## src/rtl/regfile_psr.sv

```systemverilog
// regfile_psr
// Operand-supply and status-storage stage sitting directly in front of the ALU.
// Holds a 2^REG_BITS x WIDTH general register file and the processor status
// register (PSR) that captures ALU flags.
//
// Ports:
//   i_clk          sole clock, all state updates on the rising edge
//   i_reset        synchronous active-high reset, clears registers and PSR
//   i_reg_write    write enable for the write-back port
//   i_wr_addr      destination register
//   i_wr_data      write-back data
//   i_rd_addr_a    operand A source register
//   i_rd_addr_b    operand B source register
//   o_rd_a         operand A (write-through bypassed)
//   o_rd_b         operand B (write-through bypassed)
//   i_dbg_addr     debug read address
//   o_dbg_data     debug read data (committed state only, no bypass)
//   i_psr_in       flag vector from the ALU
//   i_psr_we_arith latch C (bit 0) and F (bit 5)
//   i_psr_we_cmp   latch L (bit 2), Z (bit 6) and N (bit 7)
//   o_psr_out      stored PSR
module regfile_psr #(
  parameter int WIDTH    = 16,
  parameter int REG_BITS = 4
) (
  input  logic                i_clk,
  input  logic                i_reset,
  input  logic                i_reg_write,
  input  logic [REG_BITS-1:0] i_wr_addr,
  input  logic [WIDTH-1:0]    i_wr_data,
  input  logic [REG_BITS-1:0] i_rd_addr_a,
  input  logic [REG_BITS-1:0] i_rd_addr_b,
  output logic [WIDTH-1:0]    o_rd_a,
  output logic [WIDTH-1:0]    o_rd_b,
  input  logic [REG_BITS-1:0] i_dbg_addr,
  output logic [WIDTH-1:0]    o_dbg_data,
  input  logic [WIDTH-1:0]    i_psr_in,
  input  logic                i_psr_we_arith,
  input  logic                i_psr_we_cmp,
  output logic [WIDTH-1:0]    o_psr_out
);

  localparam int NumRegs = 1 << REG_BITS;

  // Flag groups: arithmetic owns C and F, compare owns L, Z and N.
  // Every other PSR bit is reserved and must never become 1.
  localparam logic [WIDTH-1:0] ArithMask = WIDTH'(16'h0021);
  localparam logic [WIDTH-1:0] CmpMask   = WIDTH'(16'h00C4);

  logic [WIDTH-1:0] r_regs [NumRegs];
  logic [WIDTH-1:0] r_psr;
  logic [WIDTH-1:0] w_psrMask;

  // Register array: reset clears every entry and wins over a pending write,
  // otherwise the write-back port commits one word per cycle.
  always_ff @(posedge i_clk) begin
    if (i_reset) begin
      for (int i = 0; i < NumRegs; i++) begin
        r_regs[i] <= '0;
      end
    end else if (i_reg_write) begin
      r_regs[i_wr_addr] <= i_wr_data;
    end
  end

  // Build the set of PSR bits that load this cycle from the two group
  // enables; both high simply merges the groups.
  always_comb begin
    w_psrMask = '0;
    if (i_psr_we_arith) w_psrMask = w_psrMask | ArithMask;
    if (i_psr_we_cmp)   w_psrMask = w_psrMask | CmpMask;
  end

  // PSR storage: only masked bits load, so reserved bits stay at their
  // reset value of zero regardless of what the ALU drives on them.
  always_ff @(posedge i_clk) begin
    if (i_reset) begin
      r_psr <= '0;
    end else begin
      r_psr <= (r_psr & ~w_psrMask) | (i_psr_in & w_psrMask);
    end
  end

  // Operand reads bypass the write-back data so an instruction can consume
  // a result written in the same cycle. The bypass is purely combinational
  // and therefore still active while reset is asserted.
  always_comb begin
    o_rd_a = r_regs[i_rd_addr_a];
    o_rd_b = r_regs[i_rd_addr_b];
    if (i_reg_write && (i_rd_addr_a == i_wr_addr)) o_rd_a = i_wr_data;
    if (i_reg_write && (i_rd_addr_b == i_wr_addr)) o_rd_b = i_wr_data;
  end

  // Debug port shows committed state only.
  assign o_dbg_data = r_regs[i_dbg_addr];
  assign o_psr_out  = r_psr;

endmodule

```

## config.mk

```make
export PLATFORM = sky130hd
export DESIGN_NAME = regfile_psr
export DESIGN_NICKNAME = d
export VERILOG_FILES = /design/src/rtl/regfile_psr.sv
export SDC_FILE = /design/constraint.sdc
export NUM_CORES = 1
export LEC_CHECK = 0
export CAP_MARGIN = 20
export CORE_MARGIN = 5
export CORE_UTILIZATION = 30
export CTS_CLUSTER_DIAMETER = 80
export DETAILED_ROUTE_END_ITERATION = 7
export HOLD_SLACK_MARGIN = 0.1
export PLACE_DENSITY_LB_ADDON = 0.3
export RECOVER_POWER = 25
export SETUP_SLACK_MARGIN = 0.15
export SYNTH_ARGS = -nofsm -noshare
export SYNTH_HDL_FRONTEND = slang
export SYNTH_SLANG_ARGS = --single-unit
```

## constraint.sdc

```tcl
create_clock -name i_clk -period 2.75 [get_ports i_clk]
set_clock_uncertainty 0.2 [all_clocks]
set_input_delay 0.55 -clock i_clk [delete_from_list [all_inputs] [get_ports i_clk]]
set_output_delay 0.55 -clock i_clk [all_outputs]
set_load 0.05 [all_outputs]
```

==> Word-level counts from Yosys, hierarchy flattened <==
Memories as Yosys holds them, arrays and structs flattened.
Index checks and enable logic that the tools add are counted.
W data, S select, Z words.
{ "totals": {"inputBits": 53, "wordCells": 23, "ram_bits": 256, "memories": 1, "output_inout_bits": 64, "regBits": 16} }
{ "mem_list": {"columns": ["memory", "depth", "word_bits", "rd", "rd_ports_with_merged_regs", "wr", "line", "source"], "rows": [
  ["r_regs", 16, 16, 3, 0, 16, "50", "logic [WIDTH-1:0] r_regs [NumRegs];"]
]} }
{ "classes": {"bitwise": 4, "n_reduce_logical": 3, "mux": 12, "eq_ne": 2} }
{ "op_table": {"columns": ["cell", "count"], "rows": [
  ["$mux W16", 3],
  ["$and A16 B16 Y16", 2],
  ["$not A16 Y16", 1],
  ["$or A16 B16 Y16", 1],
  ["$reduce_or A16 Y1", 1],
  ["$eq A4 B4 Y1", 2],
  ["$mux W8", 1],
  ["$mux W1", 6],
  ["$mux W6", 1],
  ["$mux W4", 1],
  ["$logic_and A1 B1 Y1", 2]
]} }

==> Longest topological paths before layout <==
Gate-level depths: netlist (run 1).
{ "depth": {"word_depth": 5, "mapped_depth": 6, "mapped_depth_nobuf": 4} }

==> Worst setup path after synthesis (run 1) <==
Ideal clock, no wire load.
{ "synth_timing": {"path_kind": "in2out", "from": "input port i_dbg_addr[1]", "to": "output port o_dbg_data[0]", "required_ps": 2000, "slack_ps": -156, "path_stages": 4, "arrival_ps": 2156, "path_buffers": 2, "path_cell_list": "clkbuf_1 -> buf_1 -> mux4_2 -> mux4_2"} }
{ "synth_via": {"elab_chain_cells": 1} }
{ "synth_lines": {"columns": ["item", "line", "source"], "rows": [
  ["start: declaration", "35", "input logic [REG_BITS-1:0] i_dbg_addr,"],
  ["$mem_v2 Z16 W16", null, null],
  ["end: declaration", "36", "output logic [WIDTH-1:0] o_dbg_data,"]
]} }
No other way between the ends.

==> flow_metrics.env, run 1 <==
export IMPL_status="finished, violations left"
export IMPL_violations="negative setup slack"
export IMPL_wl_mm=59.2
export IMPL_antenna_left=0
export IMPL_max_cap_viol_count=0
export IMPL_clkTransAtPathRegs_ns=0.06
export IMPL_overflow=0
export IMPL_holdPathStages=2
export IMPL_syn_inst=1022
export IMPL_regMostFlops="r_regs"
export IMPL_vias_per_cell=5.49
export IMPL_h_tree_depth=1
export IMPL_die_w_um=244
export IMPL_finalHoldViolations=0
export IMPL_wl_per_cell_um=29.8
export IMPL_antenna_found_initial=6
export IMPL_synthAdderAreaFrac=0
export IMPL_slowest_stage="mux4_2"
export IMPL_muxShareOfSynthArea=0.368
export IMPL_clock_path_buffers=3
export IMPL_largest_reg_flops=256
export IMPL_ys_flop_type="edfxtp_1"
export IMPL_cp_start_kind="flop"
export IMPL_synth_top_family_by_area="multiplexers"
export IMPL_yosysSeqAreaShare=0.474
export IMPL_hold_path_class="flop to flop"
export IMPL_path_cells="mux4_2, mux2i_2, mux2i_2, buf_4, mux2_4, buf_6"
export IMPL_synthSimpleGateAreaFrac=0.116
export IMPL_irDropWorstVdd_mv=0.407
export IMPL_cts_root_buf="clkbuf_16"
export IMPL_crit_arrival_ns=2.40
export IMPL_reg_largest_list="r_regs x256"
export IMPL_grt_pass1_wl_mm=83.6
export IMPL_tightest_slew_ns=0.643
export IMPL_cpMostUsedCell="mux2i_2"
export IMPL_cp_max_fo=3
export IMPL_async_flop_share=0
export IMPL_netlist_top_cells_area="edfxtp_1 47%, mux4_2 28%, and2_1 9.7%"
export IMPL_yosysUniqueCellTypes=26
export IMPL_utilization=0.399
export IMPL_layout_area_seq_mm2=0.00779
export IMPL_power_total_mw=11.5
export IMPL_worstSkewPairLatency_ns=0.54
export IMPL_dp_slack_ns=-0.587
export IMPL_setup_violations_final=56
export IMPL_cp_end_kind="output pin"
export IMPL_hpwlAfterDp_mm=40.3
export IMPL_synth_xor_area_frac=0.00426
export IMPL_multiInputGateArea_mm2=0.00828
export IMPL_drc=0
export IMPL_max_stage_delay_ns=0.50
export IMPL_r2r_setup_slack_ns=1.94
export IMPL_core_rowCount=85
export IMPL_drt_initial_drc_count=1009
export IMPL_cts_buffers_inserted=29
export IMPL_drv_slew=0
export IMPL_initial_utilization=0.304
export IMPL_relSlewSlack=0.571
export IMPL_syn_area_mm2=0.0164
export IMPL_area_delta_synth_final_pct=31.1
export IMPL_dieArea_mm2=0.0596
export IMPL_pin_count=117
export IMPL_rsz0062_at_grt="true"
export IMPL_power_density_mw_per_mm2=535
export IMPL_antennaDiodeCount=0
export IMPL_synth_top_cell_area_share=0.468
export IMPL_grt_usage=0.193
export IMPL_synth_edf_count=256
export IMPL_dr_pass1_iters=7
export IMPL_fmax_ghz=0.318
export IMPL_synth_seq_cells=261
export IMPL_drive_gt1_frac=0.457
export IMPL_p_leak_nw=7.90
export IMPL_grt_start_max_net_pins=27
export IMPL_portBuffers=94
export IMPL_critPathRequiredTime_ns=2.00
export IMPL_clock_sinks=261
export IMPL_synth_compound_area_frac=0
export IMPL_dr_total_vias=10902
export IMPL_path_class="flop to output pin"
export IMPL_finalCritPeriodShare=1.14
export IMPL_grt_pass1_vias=11147
export IMPL_cts_tree="done"
export IMPL_ys_warn_count=0
export IMPL_finalNetCount=1321
export IMPL_synth_area_leader_cell="edfxtp_1"
export IMPL_period_minus_slack_ns=3.15
export IMPL_coreArea_mm2=0.0540
export IMPL_fillers=4895
export IMPL_reg2regPathDepth=2
export IMPL_setup_ws_ns=-0.396
export IMPL_gp_congestion=0.847
export IMPL_syn_avg_cell_area_um2=16.1
export IMPL_die_height_um=244
==> placed cells by master, fill, tap and decap left out, types with 29 or more instances in the layout <==
| cell type | synthesis | routed |
|---|---|---|
| mux2i_1 | 101 | 82 |
| buf_12 | 0 | 76 |
| buf_4 | 14 | 112 |
| edfxtp_1 | 256 | 256 |
| mux2_4 | 0 | 29 |
| clkdlybuf4s50_1 | 0 | 29 |
| clkbuf_16 | 0 | 30 |
| buf_6 | 18 | 36 |
| mux4_2 | 208 | 208 |
| and2_1 | 256 | 243 |
==> what timing repair did <==
action / 4_1_cts / 5_1_grt
hold buffers: 0 / 0
setup buffers: 22 / 12
pin swaps: 2 / 1
gates cloned: 6 / 1
gates resized for setup: 100 / 26
endpoints found under the setup margin: 48 / 48
==> routing by layer <==
metal / part of all wire / vias to the layer above / wire [um] / track usage
met5: 0 / - / 0 / 0
met1: 0.39 / 5728 / 23300 / 0.257
li1: - / 4530 / - / -
met3: 0.081 / 91 / 4790 / 0.0375
met2: 0.50 / 553 / 29400 / 0.328
met4: 0.028 / 0 / 1630 / 0.0483
==> metrics by stage <==
step           area [um2]  setup TNS, ns  hold WS [ns]  cells
2_1_floorplan       16700              0         0.497   1032
3_3_place_gp        19900         -34.63         0.275   1892
3_5_place_dp        19900         -37.24         0.286   1892
4_1_cts             21500         -12.77         0.298   1973
5_1_grt             21500         -14.44         0.340   1986
6_report            21500         -11.66         0.293   1986
==> cell type report <==
type / count / area share
clock buffer: 36 / 0.0349
clock inverter: 17 / 0.00708
multi-input combinational: 664 / 0.384
sequential: 261 / 0.361
tap: 696 / 0.0404
timing repair buffer: 312 / 0.172
==> worst max-delay path, delay by kind of cell (launching register included) <==
| kind | cells | cell delay (ns) |
|---|---|---|
| multiplexers | 4 | 1.12 |
| buffers and inverters | 2 | 0.31 |
| flip-flops | 1 | 0.41 |
==> how the worst max path moves through the flow <==
stage,startpoint,endpoint,slack [ns],cells after the start
after floorplan,i_rd_addr_b[1],o_rd_b[10],0.04,6
after global placement,i_wr_addr[1],o_rd_b[8],-0.52,7
after detailed placement,i_wr_addr[1],o_rd_b[1],-0.59,7
after CTS,r_regs[12][6],o_rd_b[6],-0.44,6
after global routing,r_regs[13][6],o_rd_b[6],-0.46,6
final,r_regs[13][6],o_rd_b[6],-0.40,6
==> synth_stat cells (all sizes together) (3+ instances only) <==
master	instances
nor2	17
mux2i	101
mux2	32
nand2	3
edfxtp	256
nor3	4
dfxtp	5
mux4	208
xor2	6
and2	256
or2	16
buf	68
clkbuf	39
==> where the power goes <==
part	switching [mW]	internal [mW]
Sequential	0.177	4.60
Combinational	1.51	1.46
Clock	1.64	2.13
==> cells by family (layout without fill, tap and decap cells) <==
family	after synthesis	in the layout
multiplexers	341	341
XOR/XNOR	8	8
other	1	11
AND/OR/NAND/NOR	304	304
flip-flops	261	261
buffers and inverters	107	365
(Power assumes the default switching activity.)
==> inputs of run 2 (changes only) <==
- RECOVER_POWER: 25 -> 100
==> run 2 against run 1 <==
Effect of this change:
- the run still ends with negative setup slack left
- sequential share of layout area is 0.67 points higher
- die area stayed put
- clock power hardly changed
- first-iteration DRC count is 21% higher
- hold slack worse by 0.0062 ns
- combinational power is 2% lower
- setup slack worse by 0.011 ns
- flip-flop and latch count stayed put
- design area is 1.8% lower
- fmax is 0.36% lower
- global-route usage stayed put
- critical endpoint unchanged
- largest cell class unchanged
- largest power group unchanged
==> flow_metrics.env, run 2 (synthesized netlist as in run 1, its figures left out) <==
export IMPL_clock_sinks=261
export IMPL_final_common_cell="edfxtp_1"
export IMPL_period_minus_slack_ns=3.16
export IMPL_critical_path_buf_inv_count=2
export IMPL_finalHoldViolations=0
export IMPL_worstSkewPairLatency_ns=0.55
export IMPL_irDropWorstVdd_mv=0.407
export IMPL_drc=0
export IMPL_cts_buffers_inserted=29
export IMPL_initial_utilization=0.304
export IMPL_fillers=4949
export IMPL_tightest_slew_ns=0.721
export IMPL_wl_mm=59.3
export IMPL_setup_violations_final=60
export IMPL_drv_slew=0
export IMPL_portBuffers=94
export IMPL_cp_max_fo=3
export IMPL_relSlewSlack=0.520
export IMPL_dp_slack_ns=-0.587
export IMPL_gp_congestion=0.847
export IMPL_antenna_found_initial=6
export IMPL_die_w_um=244
export IMPL_grt_usage=0.193
export IMPL_drive_gt1_frac=0.448
export IMPL_fmax_ghz=0.317
export IMPL_regMostFlops="r_regs"
export IMPL_grt_pass1_wl_mm=83.6
export IMPL_dr_pass1_iters=5
export IMPL_coreArea_mm2=0.0540
export IMPL_die_height_um=244
export IMPL_wl_per_cell_um=29.9
export IMPL_dr_total_vias=10921
export IMPL_power_density_mw_per_mm2=542
export IMPL_dieArea_mm2=0.0596
export IMPL_crit_arrival_ns=2.41
export IMPL_hpwlAfterDp_mm=40.3
export IMPL_finalNetCount=1321
export IMPL_rsz0062_at_grt="true"
export IMPL_cts_tree="done"
export IMPL_overflow=0
export IMPL_antenna_left=0
export IMPL_area_delta_synth_final_pct=28.7
export IMPL_vias_per_cell=5.50
export IMPL_drt_initial_drc_count=1218
export IMPL_reg_largest_list="r_regs x256"
export IMPL_max_cap_viol_count=0
export IMPL_tns_ns=-11.74
export IMPL_path_class="flop to output pin"
export IMPL_critPathRequiredTime_ns=2.00
export IMPL_cp_end_kind="output pin"
export IMPL_cpMostUsedCell="mux2i_2"
export IMPL_path_cells="mux4_2, mux2i_2, mux2i_2, buf_4, mux2_4, buf_6"
export IMPL_grt_start_max_net_pins=27
export IMPL_startpoint="r_regs[9][6]"
export IMPL_p_leak_nw=7.71
export IMPL_largest_reg_flops=256
export IMPL_utilization=0.392
export IMPL_violations="negative setup slack"
export IMPL_setup_ws_ns=-0.407
export IMPL_cp_start_kind="flop"
export IMPL_hold_path_class="flop to flop"
export IMPL_final_cell_mix="256 x edfxtp_1, 208 x mux4_2, 206 x and2_1"
export IMPL_clock_path_buffers=3
export IMPL_h_tree_depth=1
export IMPL_status="finished, violations left"
export IMPL_finalCritPeriodShare=1.15
export IMPL_grt_pass1_vias=11147
export IMPL_slowest_stage="mux4_2"
export IMPL_critPathTopFamily="multiplexers"
export IMPL_max_stage_delay_ns=0.50
export IMPL_pin_count=117
export IMPL_cts_root_buf="clkbuf_16"
export IMPL_core_rowCount=85
export IMPL_clkTransAtPathRegs_ns=0.06
==> run 2: changes by cell type in the layout (fill, tap and decap cells not counted), sizes merged <==
cell and change:
clkbuf +39, diode +1, dlygate4sd3 +5, clkdlybuf4s50 -5, buf -39
==> run 2: area by class of cell <==
type | instances | area [um2] | area share
Sequential cell | 261 | 7790 | 0.368
Tap cell | 696 | 871 | 0.0412
Clock inverter | 17 | 153 | 0.00721
Clock buffer | 36 | 752 | 0.0355
Antenna cell | 1 | 2.50 | 0.000118
Timing Repair Buffer | 312 | 3320 | 0.157
Multi-Input combinational cell | 664 | 8270 | 0.391
==> run 2: report_power, final <==
group	leakage, nW	switching, mW	internal [mW]
combinational	4.80	1.50	1.40
clock	0.434	1.64	2.13
sequential	2.48	0.177	4.60
total	7.71	3.32	8.14
==> run 2: final timing paths <==
path               end  slack (ns)  depth (start not counted)
max          o_rd_b[6]       -0.41                          6
min               flop        0.29                          2
max reg2reg       flop        1.94                          2
min reg2reg       flop        0.29                          2
==> run 2: layer usage <==
| layer | vias up | routed length, um | global-route usage |
|---|---|---|---|
| li1 | 4531 | - | - |
| met1 | 5751 | 23500 | 0.257 |
| met2 | 542 | 29400 | 0.328 |
| met3 | 97 | 4650 | 0.0375 |
| met4 | 0 | 1830 | 0.0483 |
| met5 | - | 0 | 0 |
==> run 2: repair_timing <==
item / CTS / global route
resized for setup: 100 / 26
setup buffers: 22 / 12
hold buffers: 0 / 0
gates cloned: 6 / 1
pin swaps: 2 / 1
setup endpoints to repair: 48 / 48
==> run 2: tightest hold or removal path, stage by stage (launching register included) <==
cell and delay (ns):
dfxtp_1 0.32, mux2i_1 0.06, nor2_1 0.07
==> run 2: metrics by stage <==
step	hold slack [ns]	power [mW]	cell area, um2	std cells
5_1_grt	0.335	11.8	21200	1986
3_5_place_dp	0.286	7.59	19900	1892
2_1_floorplan	0.497	6.47	16700	1032
4_1_cts	0.298	11.6	21500	1973
3_3_place_gp	0.275	7.58	19900	1892
6_report	0.287	11.5	21200	1987
